**config.mk**
```make
export PLATFORM = sky130hd
export DESIGN_NAME = i2c_rx_buffer
export DESIGN_NICKNAME = d
export VERILOG_FILES = /design/src/rtl/i2c_pkg.sv /design/src/rtl/i2c_byte_fifo.sv /design/src/rtl/i2c_rx_buffer.sv
export SDC_FILE = /design/constraint.sdc
export NUM_CORES = 1
export LEC_CHECK = 0
export CAP_MARGIN = 15
export CORE_UTILIZATION = 40
export CTS_CLUSTER_SIZE = 8
export DETAILED_ROUTE_END_ITERATION = 8
export SLEW_MARGIN = 30
export SYNTH_ARGS = -nofsm -noshare
export SYNTH_HDL_FRONTEND = slang
export SYNTH_SLANG_ARGS = --single-unit
```
**constraint.sdc**
```tcl
create_clock -name clk -period 4.8 [get_ports clk]
set_input_delay 0.96 -clock clk [delete_from_list [all_inputs] [get_ports clk]]
set_output_delay 0.96 -clock clk [all_outputs]
set_load 0.02 [all_outputs]
```
**src/rtl/i2c_pkg.sv**
```systemverilog
// rtl/i2c_pkg.sv - shared I2C constants and byte type
package i2c_pkg;

    localparam logic I2C_ACK  = 1'b0;
    localparam logic I2C_NACK = 1'b1;

    typedef logic [7:0] i2c_byte_t;

endpackage

```
**src/rtl/i2c_byte_fifo.sv**
```systemverilog
// rtl/i2c_byte_fifo.sv - synchronous byte FIFO with push/pop/full/empty/count
import i2c_pkg::*;

module i2c_byte_fifo #(
    parameter int DEPTH = 16,
    parameter int CNT_W = $clog2(DEPTH) + 1
) (
    input  logic             clk,
    input  logic             rst,
    input  logic             push,
    input  i2c_byte_t        push_data,
    input  logic             pop,
    output i2c_byte_t        head,
    output logic             full,
    output logic             empty,
    output logic [CNT_W-1:0] count
);

    localparam int AW = $clog2(DEPTH);

    i2c_byte_t       mem [DEPTH];
    logic [AW-1:0]   wr_ptr;
    logic [AW-1:0]   rd_ptr;
    logic            do_push;
    logic            do_pop;

    assign full    = (count == CNT_W'(DEPTH));
    assign empty   = (count == '0);
    assign do_pop  = pop & ~empty;
    // A push into a full FIFO is legal only when it is drained in the same cycle.
    assign do_push = push & (~full | do_pop);

    // Head is masked while empty so the output is defined straight out of reset.
    assign head = empty ? i2c_byte_t'(8'h00) : mem[rd_ptr];

    always_ff @(posedge clk) begin
        if (rst) begin
            wr_ptr <= '0;
            rd_ptr <= '0;
            count  <= '0;
        end else begin
            if (do_push) wr_ptr <= wr_ptr + AW'(1);
            if (do_pop)  rd_ptr <= rd_ptr + AW'(1);
            case ({do_push, do_pop})
                2'b10:   count <= count + CNT_W'(1);
                2'b01:   count <= count - CNT_W'(1);
                default: count <= count;
            endcase
        end
    end

    always_ff @(posedge clk) begin
        if (do_push) mem[wr_ptr] <= push_data;
    end

endmodule

```
**src/rtl/i2c_rx_buffer.sv**
```systemverilog
// rtl/i2c_rx_buffer.sv - I2C receive byte buffer with ACK/NACK from occupancy; I2C_RX_BUFFER_OVF_CNT_EN adds dropped-byte counter
import i2c_pkg::*;

module i2c_rx_buffer #(
    parameter int DEPTH = 16,
    parameter int CNT_W = $clog2(DEPTH) + 1
) (
    input  logic             clk,
    input  logic             rst,
    input  logic             enable,
    output logic             rx_n,
    input  logic [7:0]       rx_data,
    input  logic             rx_data_rdy,
    input  logic             rx_ack_en,
    output logic             rx_ack,
    output logic [7:0]       out_data,
    output logic             out_valid,
    input  logic             out_ready,
    output logic [CNT_W-1:0] count,
    output logic             overflow,
    input  logic             ovf_clr,
    output logic [7:0]       ovf_count
);

    logic rdy_q;
    logic capture;
    logic pop;
    logic accept;
    logic push;
    logic full;
    logic empty;
    logic unused_ack_en;

    assign unused_ack_en = rx_ack_en;

    assign capture   = rdy_q & ~rx_data_rdy;
    assign out_valid = ~empty;
    assign pop       = out_valid & out_ready;
    assign accept    = ~full | pop;
    assign push      = capture & accept;

    i2c_byte_fifo #(
        .DEPTH (DEPTH),
        .CNT_W (CNT_W)
    ) u_fifo (
        .clk       (clk),
        .rst       (rst),
        .push      (push),
        .push_data (rx_data),
        .pop       (pop),
        .head      (out_data),
        .full      (full),
        .empty     (empty),
        .count     (count)
    );

    // rdy_q clears on reset so an ack phase straddling reset never looks like a fresh fall.
    always_ff @(posedge clk) begin
        if (rst) begin
            rdy_q <= 1'b0;
            rx_n  <= 1'b1;
        end else begin
            rdy_q <= rx_data_rdy;
            rx_n  <= ~enable;
        end
    end

    always_ff @(posedge clk) begin
        if (rst) begin
            rx_ack <= I2C_NACK;
        end else if (capture) begin
            rx_ack <= accept ? I2C_ACK : I2C_NACK;
        end else if (rx_data_rdy) begin
            rx_ack <= I2C_NACK;
        end
    end

    // A drop in the same cycle as ovf_clr must not be lost, so the event has priority.
    always_ff @(posedge clk) begin
        if (rst) begin
            overflow <= 1'b0;
        end else if (capture & ~accept) begin
            overflow <= 1'b1;
        end else if (ovf_clr) begin
            overflow <= 1'b0;
        end
    end

`ifdef I2C_RX_BUFFER_OVF_CNT_EN
    always_ff @(posedge clk) begin
        if (rst) begin
            ovf_count <= 8'h00;
        end else if (capture & ~accept) begin
            if (ovf_count != 8'hFF) ovf_count <= ovf_count + 8'h01;
        end else if (ovf_clr) begin
            ovf_count <= 8'h00;
        end
    end
`else
    assign ovf_count = 8'h00;
`endif

endmodule

```
==> key figures, run 1 <==
Placed design
  – Setup Slack @ Placement: 0.823 ns
  – HPWL after DPL: 7810 µm
  – Placer Congestion: 0.747
  – IO Port Bufs: 30
  – Placed instance count: 564

Clock tree
  – Clock slew at reported path FFs: 0.06 ns
  – Cts hold-fix bufs: 0
  – H-tree depth: 4
  – Clock buffer count from CTS: 17
  – Clk Latency, worst-skew pair: 0.42 ns
  – CTS tree: done
  – PostCTS Resize Cnt: 0
  – # clock sinks: 149
  – Max Buffers Root-to-Sink: 2
  – Root Buffer: clkbuf_16
  – Post-CTS Setup Bufs: 0

Floorplan
  – DIE AREA: 16000 µm²
  – Core ar.: 15100 µm²
  – Boundary Pins: 40
  – Row cnt: 45
  – Initial core utilization: 40.9%
  – Die H: 126 µm
  – Die width: 126 µm

STA
  – Slew @ Worst Pin: 0.937 ns
  – Clock Skew: 0.00569 ns
  – RSZ-0062 raised after global routing: no
  – Final period utilization: 88.6%
  – # setup viols final: 0
  – Setup Total Neg Slack: 0 ns
  – Final WS setup: 0.545 ns
  – Fmax: 235 MHz
  – Max-slew violation count: 0
  – Fin. Hold Viols: 0
  – Tmin final: 4.25 ns
  – Max-slew headroom: 37.3%

Worst setup path
  – Worst path cell trace: buf_4, mux4_1, a211oi_1, a211oi_1, clkdlybuf4s50_1
  – R2R Path End: u_fifo.count[4]$_SDFFE_PP0P_
  – Most used cell, CP: a211oi_1
  – Crit path arrival time: 3.29 ns
  – Delay of the slowest critical-path stage: 0.89 ns
  – Worst Path Class, Setup: reg -> out
  – Reg2reg path depth: 10
  – Critical Path RT: 3.84 ns
  – Crit start category: flop
  – Critical Path End Type: primary output
  – Peak fanout along the critical path: 14
  – Critical Path Slowest Stage Cell: dfxtp_1
  – Worst path bufs/invs: 2
  – CP top delay family: buffers and inverters
  – R2r startpoint: u_fifo.count[4]$_SDFFE_PP0P_
  – Reg2reg setup slack: 1.84 ns

Logic synthesis
  – Mapped Cells: 356
  – Count of state elements after synthesis: 149
  – Distinct cell type count after synthesis: 42
  – Largest area contributor in the netlist: edfxtp_1
  – Share of Yosys cell area claimed by the top area cell type: 62.1%
  – Syn Std Cell Area: 6190 µm²
  – Synth area leaders: edfxtp_1 62%, mux4_2 8.4%, dfxtp_1 6.8%
  – Register area share after synthesis: 68.9%
  – Syn avg cell area: 17.4 µm²
  – Yosys Warn Count: 0

Pwr
  – Worst IR drop on VDD: 0.000431 V
  – Power density over the cells: 490 nW/µm²
  – P_int: 2.51 mW
  – Switching Fraction: 28.9%
  – Leak: 2.32 nW
  – Combinational fraction of design power: 23.5%
  – Reg power frac: 42.3%
  – Psw: 1.02 mW
  – Clock share of power: 34.2%

Hold path
  – Worst Hold Launch: u_fifo.rd_ptr[3]$_SDFFE_PP0N_
  – Hold Crit Endpoint: u_fifo.rd_ptr[3]$_SDFFE_PP0N_
  – Hold depth: 2
  – Hold Path Class: reg -> reg

Routing
  – DRT iter0 DRCs: 292
  – DR WL/cell: 20.1 µm
  – Via count: 3202
  – Drt via density: 5.37
  – Drt pass-1 iters: 4
  – Routed WL: 12000 µm
  – DRC violations left: 0
  – Antenna viol nets, final: 0

GRT
  – Vias in the first global route: 3232
  – Total gr overflow: 0
  – First-pass GRT wire length: 18600 µm
  – Largest net degree at the start of global routing: 33
  – Total GRT Usage: 16.3%
  – Antenna violations before repair: 0

Cells and area
  – Layout cell share with drive strength beyond 1: 17.6%
  – Final Non-Filler Cells: 596
  – # fillers: 1280
  – Ant diodes: 0
  – Area Growth Syn to Fin: 16.4%
  – Nets: 419

Flow run
  – Total of max-cap violations: 0

Status
  – Outcome: finished clean
[cell usage after synthesis (all sizes together)]
cell,number
nor2b,12
o211ai,2
nor3,5
o31a,1
a211o,2
or3,3
xnor2,3
and3,1
nand4b,2
nand2,8
ha,9
o22ai,1
conb,1
o21ai,4
buf,25
nand4bb,1
nor4b,1
nand4,3
edfxtp,128
a21o,1
inv,8
mux4,32
a21oi,4
nand2b,6
or4,1
clkbuf,5
xor2,6
dfxtp,21
nand3,2
a211oi,17
nor2,27
mux2i,11
a2111o,1
nor4,2
[worst max path at each step]
stage | start | endpoint | depth (start not counted) | slack [ns]
after floorplan | rx_data_rdy | u_fifo.count[4]$_SDFFE_PP0P_ | 11 | 1.63
after global placement | out_ready | u_fifo.count[4]$_SDFFE_PP0P_ | 10 | 0.87
after detailed placement | out_ready | u_fifo.count[4]$_SDFFE_PP0P_ | 10 | 0.82
after CTS | flop | out_data[0] | 5 | 0.45
after global routing | flop | out_data[0] | 5 | 0.39
final | flop | out_data[0] | 5 | 0.55
[power groups by stage]
stage	logic, mW	registers, mW	clock network [mW]
finish	0.828	1.49	1.21
global placement	0.828	1.52	0
floorplan	0.556	1.50	0
global route	0.896	1.50	1.28
detailed placement	0.838	1.52	0
CTS	0.841	1.50	1.23
[metal layers]
layer  wire, µm  up-vias  GRT usage (%)
met5          0        -              0
met4        168        0           7.23
met3        391       14           3.84
met2       5770       71           26.2
met1       5640     1648           21.3
li1           -     1469              -
[cells by family after synthesis]
kind of cell / count (synthesis) / share of synthesized area (%)
AO/OA/AOI/OAI: 33 / 3.96
multiplexers: 43 / 14.0
XOR/XNOR: 9 / 1.27
other: 1 / 0.0606
AND/OR/NAND/NOR: 74 / 6.35
buffers and inverters: 38 / 3.64
flip-flops: 149 / 68.9
adder cells (fa/ha/maj): 9 / 1.82
[final cells by class]
cell class	instances	area [µm²]	area share (%)
flip-flops and latches	149	4260	59.2
multi-input cells	176	1730	24.0
clock buffers	18	429	5.96
clock inverters	14	113	1.56
repair buffers	43	398	5.53
inverters	8	30.0	0.417
well taps	188	235	3.27
[tightest hold or removal path, stage by stage, from the launching register on]
cell and delay [ns]:
dfxtp_1 0.32, xor2_1 0.06, nor2_1 0.11
[sequential cells by signal (all words and copies together), names as in the netlist, named ones only]
name / flops
u_fifo.wr_ptr: 4
rdy_q: 1
rx_ack: 1
u_fifo.rd_ptr: 4
u_fifo.mem: 128
u_fifo.count: 5
rx_n: 1
overflow: 1
[cells in the final DEF, fill, tap and decap left out, drive strengths merged, types with 3 or more instances in the layout]
master         count
nand2b             6
buf               13
or3                3
a21oi              4
dfxtp             21
o21ai              4
nor3               5
xor2               6
nor2b             12
nor2              27
ha                 9
clkdlybuf4s50     30
edfxtp           128
a211oi            17
clkinvlp           3
conb               8
clkinv             9
clkbuf            18
inv                9
xnor2              3
mux2i             11
nand2              8
mux4              32
nand4              3
[metrics by stage]
stage               utilization (%)  power [mW]  hold WS, ns  area (µm²)
floorplan                         -        2.06        0.485        6210
global placement               43.9        2.35        0.506        6660
detailed placement             43.9        2.36        0.515        6660
CTS                            47.5        3.57        0.548        7200
global route                   47.5        3.67        0.583        7200
finish                         47.5        3.53        0.547        7200
Power figures use the tool's default switching activity.
==> run 2, diff against run 1 <==
--- a/config.mk
+++ b/config.mk
@@ -13,3 +13,4 @@
 export SYNTH_ARGS = -nofsm -noshare
 export SYNTH_HDL_FRONTEND = slang
 export SYNTH_SLANG_ARGS = --single-unit
+export TNS_END_PERCENT = 50
==> results of run 2 <==
The final DEF is identical to that of run 1; final timing and power are the same.
==> run 3, diff against run 2 <==
--- a/config.mk
+++ b/config.mk
@@ -7,8 +7,8 @@
 export LEC_CHECK = 0
 export CAP_MARGIN = 15
 export CORE_UTILIZATION = 40
-export CTS_CLUSTER_SIZE = 8
 export DETAILED_ROUTE_END_ITERATION = 8
+export GPL_ROUTABILITY_DRIVEN = 0
 export SLEW_MARGIN = 30
 export SYNTH_ARGS = -nofsm -noshare
 export SYNTH_HDL_FRONTEND = slang
==> results of run 3 <==
The final DEF is identical to that of run 1; final timing and power are the same.
